[src/rtl/rtl_settings_pkg.sv]
// rtl/rtl_settings_pkg.sv - shared widths, limits and encodings for the transmit path
// Purpose: default ADDR_W/DATA_W/BURST_W/MAX_PEND, transaction type encoding,
//          transmit FSM state type.
// Ports:   none (package).
package rtl_settings_pkg;

    localparam int DEF_ADDR_W   = 32;
    localparam int DEF_DATA_W   = 128;
    localparam int DEF_BURST_W  = 11;
    localparam int DEF_MAX_PEND = 64;

    localparam logic TRANS_READ  = 1'b1;
    localparam logic TRANS_WRITE = 1'b0;

    typedef enum logic [1:0] {
        IDLE_S  = 2'd0,
        WRITE_S = 2'd1,
        READ_S  = 2'd2
    } trans_state_e;

endpackage

[src/rtl/lfsr_gen.sv]
// rtl/lfsr_gen.sv - 32-bit LFSR write-data generator, x^32+x^22+x^2+x+1
// Purpose: pseudo-random word source; load takes priority over advance.
// Ports:   clk_i, rst_i (async active-low), load_i/seed_i (zero seed becomes 1),
//          en_i (advance one step), data_o (current LFSR state).
module lfsr_gen (
    input  logic        clk_i,
    input  logic        rst_i,
    input  logic        load_i,
    input  logic [31:0] seed_i,
    input  logic        en_i,
    output logic [31:0] data_o
);

    logic feedback;

    assign feedback = data_o[31] ^ data_o[21] ^ data_o[1] ^ data_o[0];

    always_ff @(posedge clk_i or negedge rst_i) begin
        if (!rst_i) begin
            data_o <= '0;
        end else if (load_i) begin
            // An all-zero state would lock up the LFSR.
            data_o <= (seed_i == 32'd0) ? 32'd1 : seed_i;
        end else if (en_i) begin
            data_o <= {data_o[30:0], feedback};
        end
    end

endmodule

[src/rtl/transmit_block.sv]
// rtl/transmit_block.sv - command to Avalon-MM burst master with read credit tracking
// Purpose: accepts read/write commands, issues Avalon-MM bursts, tracks outstanding
//          read beats against MAX_PEND, reports issued reads to the compare block.
// Ports:   clk_i, rst_i (async active-low); trans_* command handshake and status;
//          burst_count_i, data_pattern_i from CSR; mem_* Avalon-MM master;
//          rd_cmd_* read-issue notification.
// Macro:   TRANS_LFSR_DATA_EN - write data from lfsr_gen instead of a fixed pattern.
module transmit_block
    import rtl_settings_pkg::*;
#(
    parameter int ADDR_W   = DEF_ADDR_W,
    parameter int DATA_W   = DEF_DATA_W,
    parameter int BURST_W  = DEF_BURST_W,
    parameter int MAX_PEND = DEF_MAX_PEND
) (
    input  logic               clk_i,
    input  logic               rst_i,
    input  logic               trans_valid_i,
    input  logic               trans_type_i,
    input  logic [ADDR_W-1:0]  trans_addr_i,
    input  logic [BURST_W-1:0] burst_count_i,
    input  logic [31:0]        data_pattern_i,
    output logic               trans_ready_o,
    output logic               trans_busy_o,
    output logic [ADDR_W-1:0]  mem_address_o,
    output logic               mem_read_o,
    output logic               mem_write_o,
    output logic [DATA_W-1:0]  mem_writedata_o,
    output logic [BURST_W-1:0] mem_burstcount_o,
    input  logic               mem_waitrequest_i,
    input  logic               mem_readdatavalid_i,
    output logic               rd_cmd_stb_o,
    output logic [ADDR_W-1:0]  rd_cmd_addr_o,
    output logic [BURST_W-1:0] rd_cmd_burst_o
);

    localparam int PEND_W = $clog2(MAX_PEND + 1);
    localparam int SUM_W  = ((PEND_W > BURST_W) ? PEND_W : BURST_W) + 1;
    localparam int REPL   = DATA_W / 32;

    trans_state_e       state;
    logic [PEND_W-1:0]  pending;
    logic [BURST_W-1:0] beats_left;
    logic [BURST_W-1:0] eff_burst;
    logic [SUM_W-1:0]   credit_sum;
    logic               credit_ok;
    logic               accept;
    logic               accept_wr;
    logic               wr_beat;
    logic               rd_issue;
    logic               rd_return;

    assign eff_burst  = (burst_count_i == '0) ? BURST_W'(1) : burst_count_i;
    assign credit_sum = SUM_W'(pending) + SUM_W'(eff_burst);
    assign credit_ok  = (trans_type_i == TRANS_WRITE) || (credit_sum <= SUM_W'(MAX_PEND));

    // Gated by rst_i so ready reads 0 while reset is held even though state is IDLE_S.
    assign trans_ready_o = rst_i && (state == IDLE_S) && credit_ok;
    assign accept        = trans_valid_i && trans_ready_o;
    assign accept_wr     = accept && (trans_type_i == TRANS_WRITE);

    assign wr_beat   = mem_write_o && !mem_waitrequest_i;
    assign rd_issue  = mem_read_o && !mem_waitrequest_i;
    // A readdatavalid with nothing outstanding is a stray and must not wrap the counter.
    assign rd_return = mem_readdatavalid_i && (pending != '0);

    assign rd_cmd_stb_o   = rd_issue;
    assign rd_cmd_addr_o  = mem_address_o;
    assign rd_cmd_burst_o = mem_burstcount_o;

    assign trans_busy_o = (state != IDLE_S) || (pending != '0);

    always_ff @(posedge clk_i or negedge rst_i) begin
        if (!rst_i) begin
            state            <= IDLE_S;
            mem_address_o    <= '0;
            mem_burstcount_o <= '0;
            mem_read_o       <= 1'b0;
            mem_write_o      <= 1'b0;
            beats_left       <= '0;
        end else begin
            case (state)
                IDLE_S: begin
                    if (accept) begin
                        mem_address_o    <= trans_addr_i;
                        mem_burstcount_o <= eff_burst;
                        beats_left       <= eff_burst;
                        if (trans_type_i == TRANS_READ) begin
                            state      <= READ_S;
                            mem_read_o <= 1'b1;
                        end else begin
                            state       <= WRITE_S;
                            mem_write_o <= 1'b1;
                        end
                    end
                end
                WRITE_S: begin
                    if (!mem_waitrequest_i) begin
                        if (beats_left == BURST_W'(1)) begin
                            state       <= IDLE_S;
                            mem_write_o <= 1'b0;
                        end else begin
                            beats_left <= beats_left - BURST_W'(1);
                        end
                    end
                end
                READ_S: begin
                    if (!mem_waitrequest_i) begin
                        state      <= IDLE_S;
                        mem_read_o <= 1'b0;
                    end
                end
                default: begin
                    state       <= IDLE_S;
                    mem_read_o  <= 1'b0;
                    mem_write_o <= 1'b0;
                end
            endcase
        end
    end

    // Credit admission keeps pending <= MAX_PEND, so the burst fits in PEND_W bits.
    always_ff @(posedge clk_i or negedge rst_i) begin
        if (!rst_i) begin
            pending <= '0;
        end else begin
            pending <= pending
                     + (rd_issue  ? PEND_W'(mem_burstcount_o) : PEND_W'(0))
                     - (rd_return ? PEND_W'(1)                : PEND_W'(0));
        end
    end

`ifdef TRANS_LFSR_DATA_EN
    logic [31:0] lfsr_word;

    lfsr_gen u_lfsr_gen (
        .clk_i  (clk_i),
        .rst_i  (rst_i),
        .load_i (accept_wr),
        .seed_i (data_pattern_i),
        .en_i   (wr_beat),
        .data_o (lfsr_word)
    );

    assign mem_writedata_o = {REPL{lfsr_word}};
`else
    logic [31:0] pattern_q;

    always_ff @(posedge clk_i or negedge rst_i) begin
        if (!rst_i) begin
            pattern_q <= '0;
        end else if (accept_wr) begin
            pattern_q <= data_pattern_i;
        end
    end

    assign mem_writedata_o = {REPL{pattern_q}};
`endif

endmodule

[config.mk]
export PLATFORM = sky130hd
export DESIGN_NAME = transmit_block
export DESIGN_NICKNAME = d
export VERILOG_FILES = /design/src/rtl/rtl_settings_pkg.sv /design/src/rtl/lfsr_gen.sv /design/src/rtl/transmit_block.sv
export SDC_FILE = /design/constraint.sdc
export NUM_CORES = 1
export LEC_CHECK = 0
export BUFFER_PORTS_ARGS = -buffer_cell sky130_fd_sc_hd__buf_4
export CAP_MARGIN = 10
export CELL_PAD_IN_SITES_DETAIL_PLACEMENT = 2
export CELL_PAD_IN_SITES_GLOBAL_PLACEMENT = 2
export CORE_ASPECT_RATIO = 1.25
export CORE_MARGIN = 1
export CORE_UTILIZATION = 28
export CTS_CLUSTER_SIZE = 25
export DETAILED_ROUTE_END_ITERATION = 6
export PLACE_DENSITY = 0.93
export SLEW_MARGIN = 20
export SYNTH_ARGS = -nofsm -noshare
export SYNTH_HDL_FRONTEND = slang
export SYNTH_HIERARCHICAL = 1
export SYNTH_SLANG_ARGS = --single-unit
[constraint.sdc]
create_clock -name clk_i -period 7.9 [get_ports clk_i]
set_input_delay 1.58 -clock clk_i [delete_from_list [all_inputs] [get_ports clk_i]]
set_output_delay 1.58 -clock clk_i [all_outputs]
set_load 0.02 [all_outputs]
==> impl_metrics.ini <==
[sta]
finalSetupViolations = 0
grt_setup_unrepaired = false
fin_worst_skew_ns = 0.0107
fin_setup_tns_ns = 0
post-route-min-period_ns = 6.06
worst_pin_slew_ns = 0.994
hold_viol = 0
period_share = 0.767
slew_viol_final = 0
slew-limit-headroom = 0.335
fmax_mhz = 165
worst_slack_ns = 1.84

[setup_path]
crit_fanout = 8
reg2reg_from = pending[0]
timing.rr.end = mem_address_o[4]
cp-endpoint = trans_ready_o
slowest_delay_ns = 0.41
worstPathBufferInverterCount = 2
path_cells = buf_4 > nor4_1 > a31o_2 > ha_1 > fa_1 > a21o_1 > a21oi_1 > xnor2_1 > a2111oi_4 > o2111ai_2 > a21o_1 > a21oi_1 > buf_4
cp-startpoint = burst_count_i[7]
path_delay_family = compound AO/OA/AOI/OAI gates
worstSetupStartpointType = input port
crit_type = input port to output pin
worstPathArrival_ns = 4.48
r2r_cells = 10
reg2reg_slack_ns = 3.79
critical_path_required_ns = 6.32
crit_path_end_kind = output pin
crit_cells = 13
cpMaxStageDelayCell = fa_1

[grt]
overflow = 0
use_met1 = 0.209
antenna_found_initial = 1
grt-busiest-layer = met2
grt_pass1_wl_um = 32100
grt_pass1_vias = 5416
grt_util_met2 = 0.385
grt_max_degree = 66
use_met3 = 0.0355
grt_use_total = 0.198

[yosys]
yosysMostFrequentCell = buf_4
synth_enable_flop_cells = 0
synthTopCellsByCount = 139 x buf_4, 122 x nand2_1, 97 x dfrtp_1
yosys.area.top_type = dfrtp_1
synthArstFlopShare = 1.00
synth_seq_cells = 97
yosysSeqAreaShare = 0.412
synthDistinctLibCells = 48
synth_area_leaders = dfrtp_1 41%, buf_4 18%, nand2_1 7.8%
synth_flop_cell = dfrtp_1
avgSynthCellArea_um2 = 9.49
synth_cells = 620
yosysTopAreaCellShare = 0.412
synth_nets = 724
synth_warnings = 6
synthesis.area_um2 = 5890

[route]
ant_nets = 0
drtIter0Drc = 118
drc_errors = 0
drt_wl_total_um = 21500
wl_per_cell_um = 20.5
firstDrtPassIters = 4
routed-via-count = 4958
vias_per_cell = 4.74

[floorplanning]
io_pins = 300
num_rows = 58
initial_core_util = 0.289
die_w_um = 132
die_h_um = 164
die_area_um2 = 21600
fp.coreArea_um2 = 20400

[power_and_ir_drop]
leakagePower_nw = 3.93
peakVddDrop_uv = 211
power_density_nw_per_um2 = 510

[placed_design]
pre_cts_ws_ns = 1.84
dp_hpwl_um = 16800
dp_cells = 1030
portBuffers = 299
gp_congestion = 0.846
dpl_cell_area_um2 = 7340

[finish]
layout-drive-gt1-share = 0.468
multi_input_area_um2 = 2210
post-route-util = 0.375
synthToLayoutAreaGrowth_pct = 29.9
fin_cells = 1047
final.fill_count = 2199
stdcell_area_um2 = 7640
finish.net_count = 875
regArea_um2 = 2430

[job]
maxCapViolCount = 0

[worst_hold_path]
min_path_type = flop to flop
hold_path_depth = 2

[run_status]
outcome = finished clean

[cts]
worstSkewPairLatency_ns = 0.35
numCtsBuffers = 9
postCtsSetupBuffers = 0
cts_resized = 0
ctsLongestPathBuffers = 2
cts.clk_slew.worst_paths_ns = 0.07
cts_sinks = 97
cts-root-buf = clkbuf_16
cts_tree = yes
hold_buffers = 0
h-tree-depth = 3
[logic make-up (layout without fill, tap and decap cells)]
| logic type | Yosys count | in the layout | share of synthesized area |
|---|---|---|---|
| compound gates | 78 | 78 | 0.0914 |
| other cells | 0 | 1 | 0 |
| buf+inv | 189 | 345 | 0.214 |
| simple gates | 177 | 177 | 0.129 |
| fa+ha+maj | 23 | 23 | 0.0514 |
| flops | 97 | 97 | 0.412 |
| mux | 45 | 45 | 0.0854 |
| xor+xnor | 11 | 11 | 0.0164 |
[worst min path at each step]
stage                start           to  slack, ns
2_1_floorplan   pending[0]   pending[0]       0.50
3_3_place_gp   mem_write_o  mem_write_o       0.46
3_5_place_dp   mem_write_o  mem_write_o       0.49
4_1_cts        mem_write_o  mem_write_o       0.50
5_1_grt        mem_write_o  mem_write_o       0.52
6_report       mem_write_o  mem_write_o       0.49
[layout by cell type (no fill, tap or decap), drive strengths merged, types with 2 or more instances in the layout]
cell type    n
buf        301
nand2      122
dfrtp       97
mux2        42
inv         30
a21oi       23
ha          21
o21ai       17
nor2        15
clkbuf      11
nand3       10
a211oi       9
xnor2        8
a21o         7
nor3         7
nor4         5
o22ai        4
or3          4
nand2b       4
nor2b        3
o21bai       3
xor2         3
mux2i        3
o211ai       3
a31o         2
a211o        2
and3         2
fa           2
clkinv       2
[state kept, by name, indices dropped and copies added (netlist names)]
name / count
mem_read_o: 1
state: 2
pending: 7
beats_left: 11
mem_address_o: 32
mem_burstcount_o: 11
pattern_q: 32
mem_write_o: 1
[power breakdown]
| group | total (W) | internal [W] | switching (W) | leakage (nW) |
|---|---|---|---|---|
| Combinational | 0.00236 | 0.00101 | 0.00135 | 2.60 |
| Sequential | 0.00106 | 0.000737 | 0.000327 | 1.19 |
| Clock | 0.000469 | 0.000257 | 0.000211 | 0.151 |
| Total | 0.00390 | 0.00201 | 0.00189 | 3.93 |
[per-layer routing]
layer  part of all wire  wire, um
met5                  0         0
met3              0.047      1000
met1               0.37      7870
met4              0.030       651
met2               0.56     11900
[cell type report]
cell class / count / area share
sequential: 97 / 0.318
antenna: 1 / 0.000327
inverter: 28 / 0.0137
clock inverter: 5 / 0.00802
clock buffer: 11 / 0.0318
multi-input combinational: 334 / 0.289
timing repair buffer: 301 / 0.296
tap: 270 / 0.0442
[worst reg2reg max path: stages, from the launching register on]
cell,delay (ns)
dfrtp_1,0.43
ha_1,0.25
fa_1,0.41
a21o_1,0.23
a21o_1,0.21
or3_1,0.31
a211o_1,0.35
a21o_1,0.22
o21ai_4,0.78
buf_4,0.42
mux2_2,0.39
[through the flow]
step / total power (W) / hold WS [ns]
6_report: 0.00390 / 0.493
5_1_grt: 0.00412 / 0.525
4_1_cts: 0.00395 / 0.505
3_5_place_dp: 0.00346 / 0.488
3_3_place_gp: 0.00333 / 0.465
2_1_floorplan: 0.00273 / 0.499
Note: power is estimated with default switching activity, not from simulation.
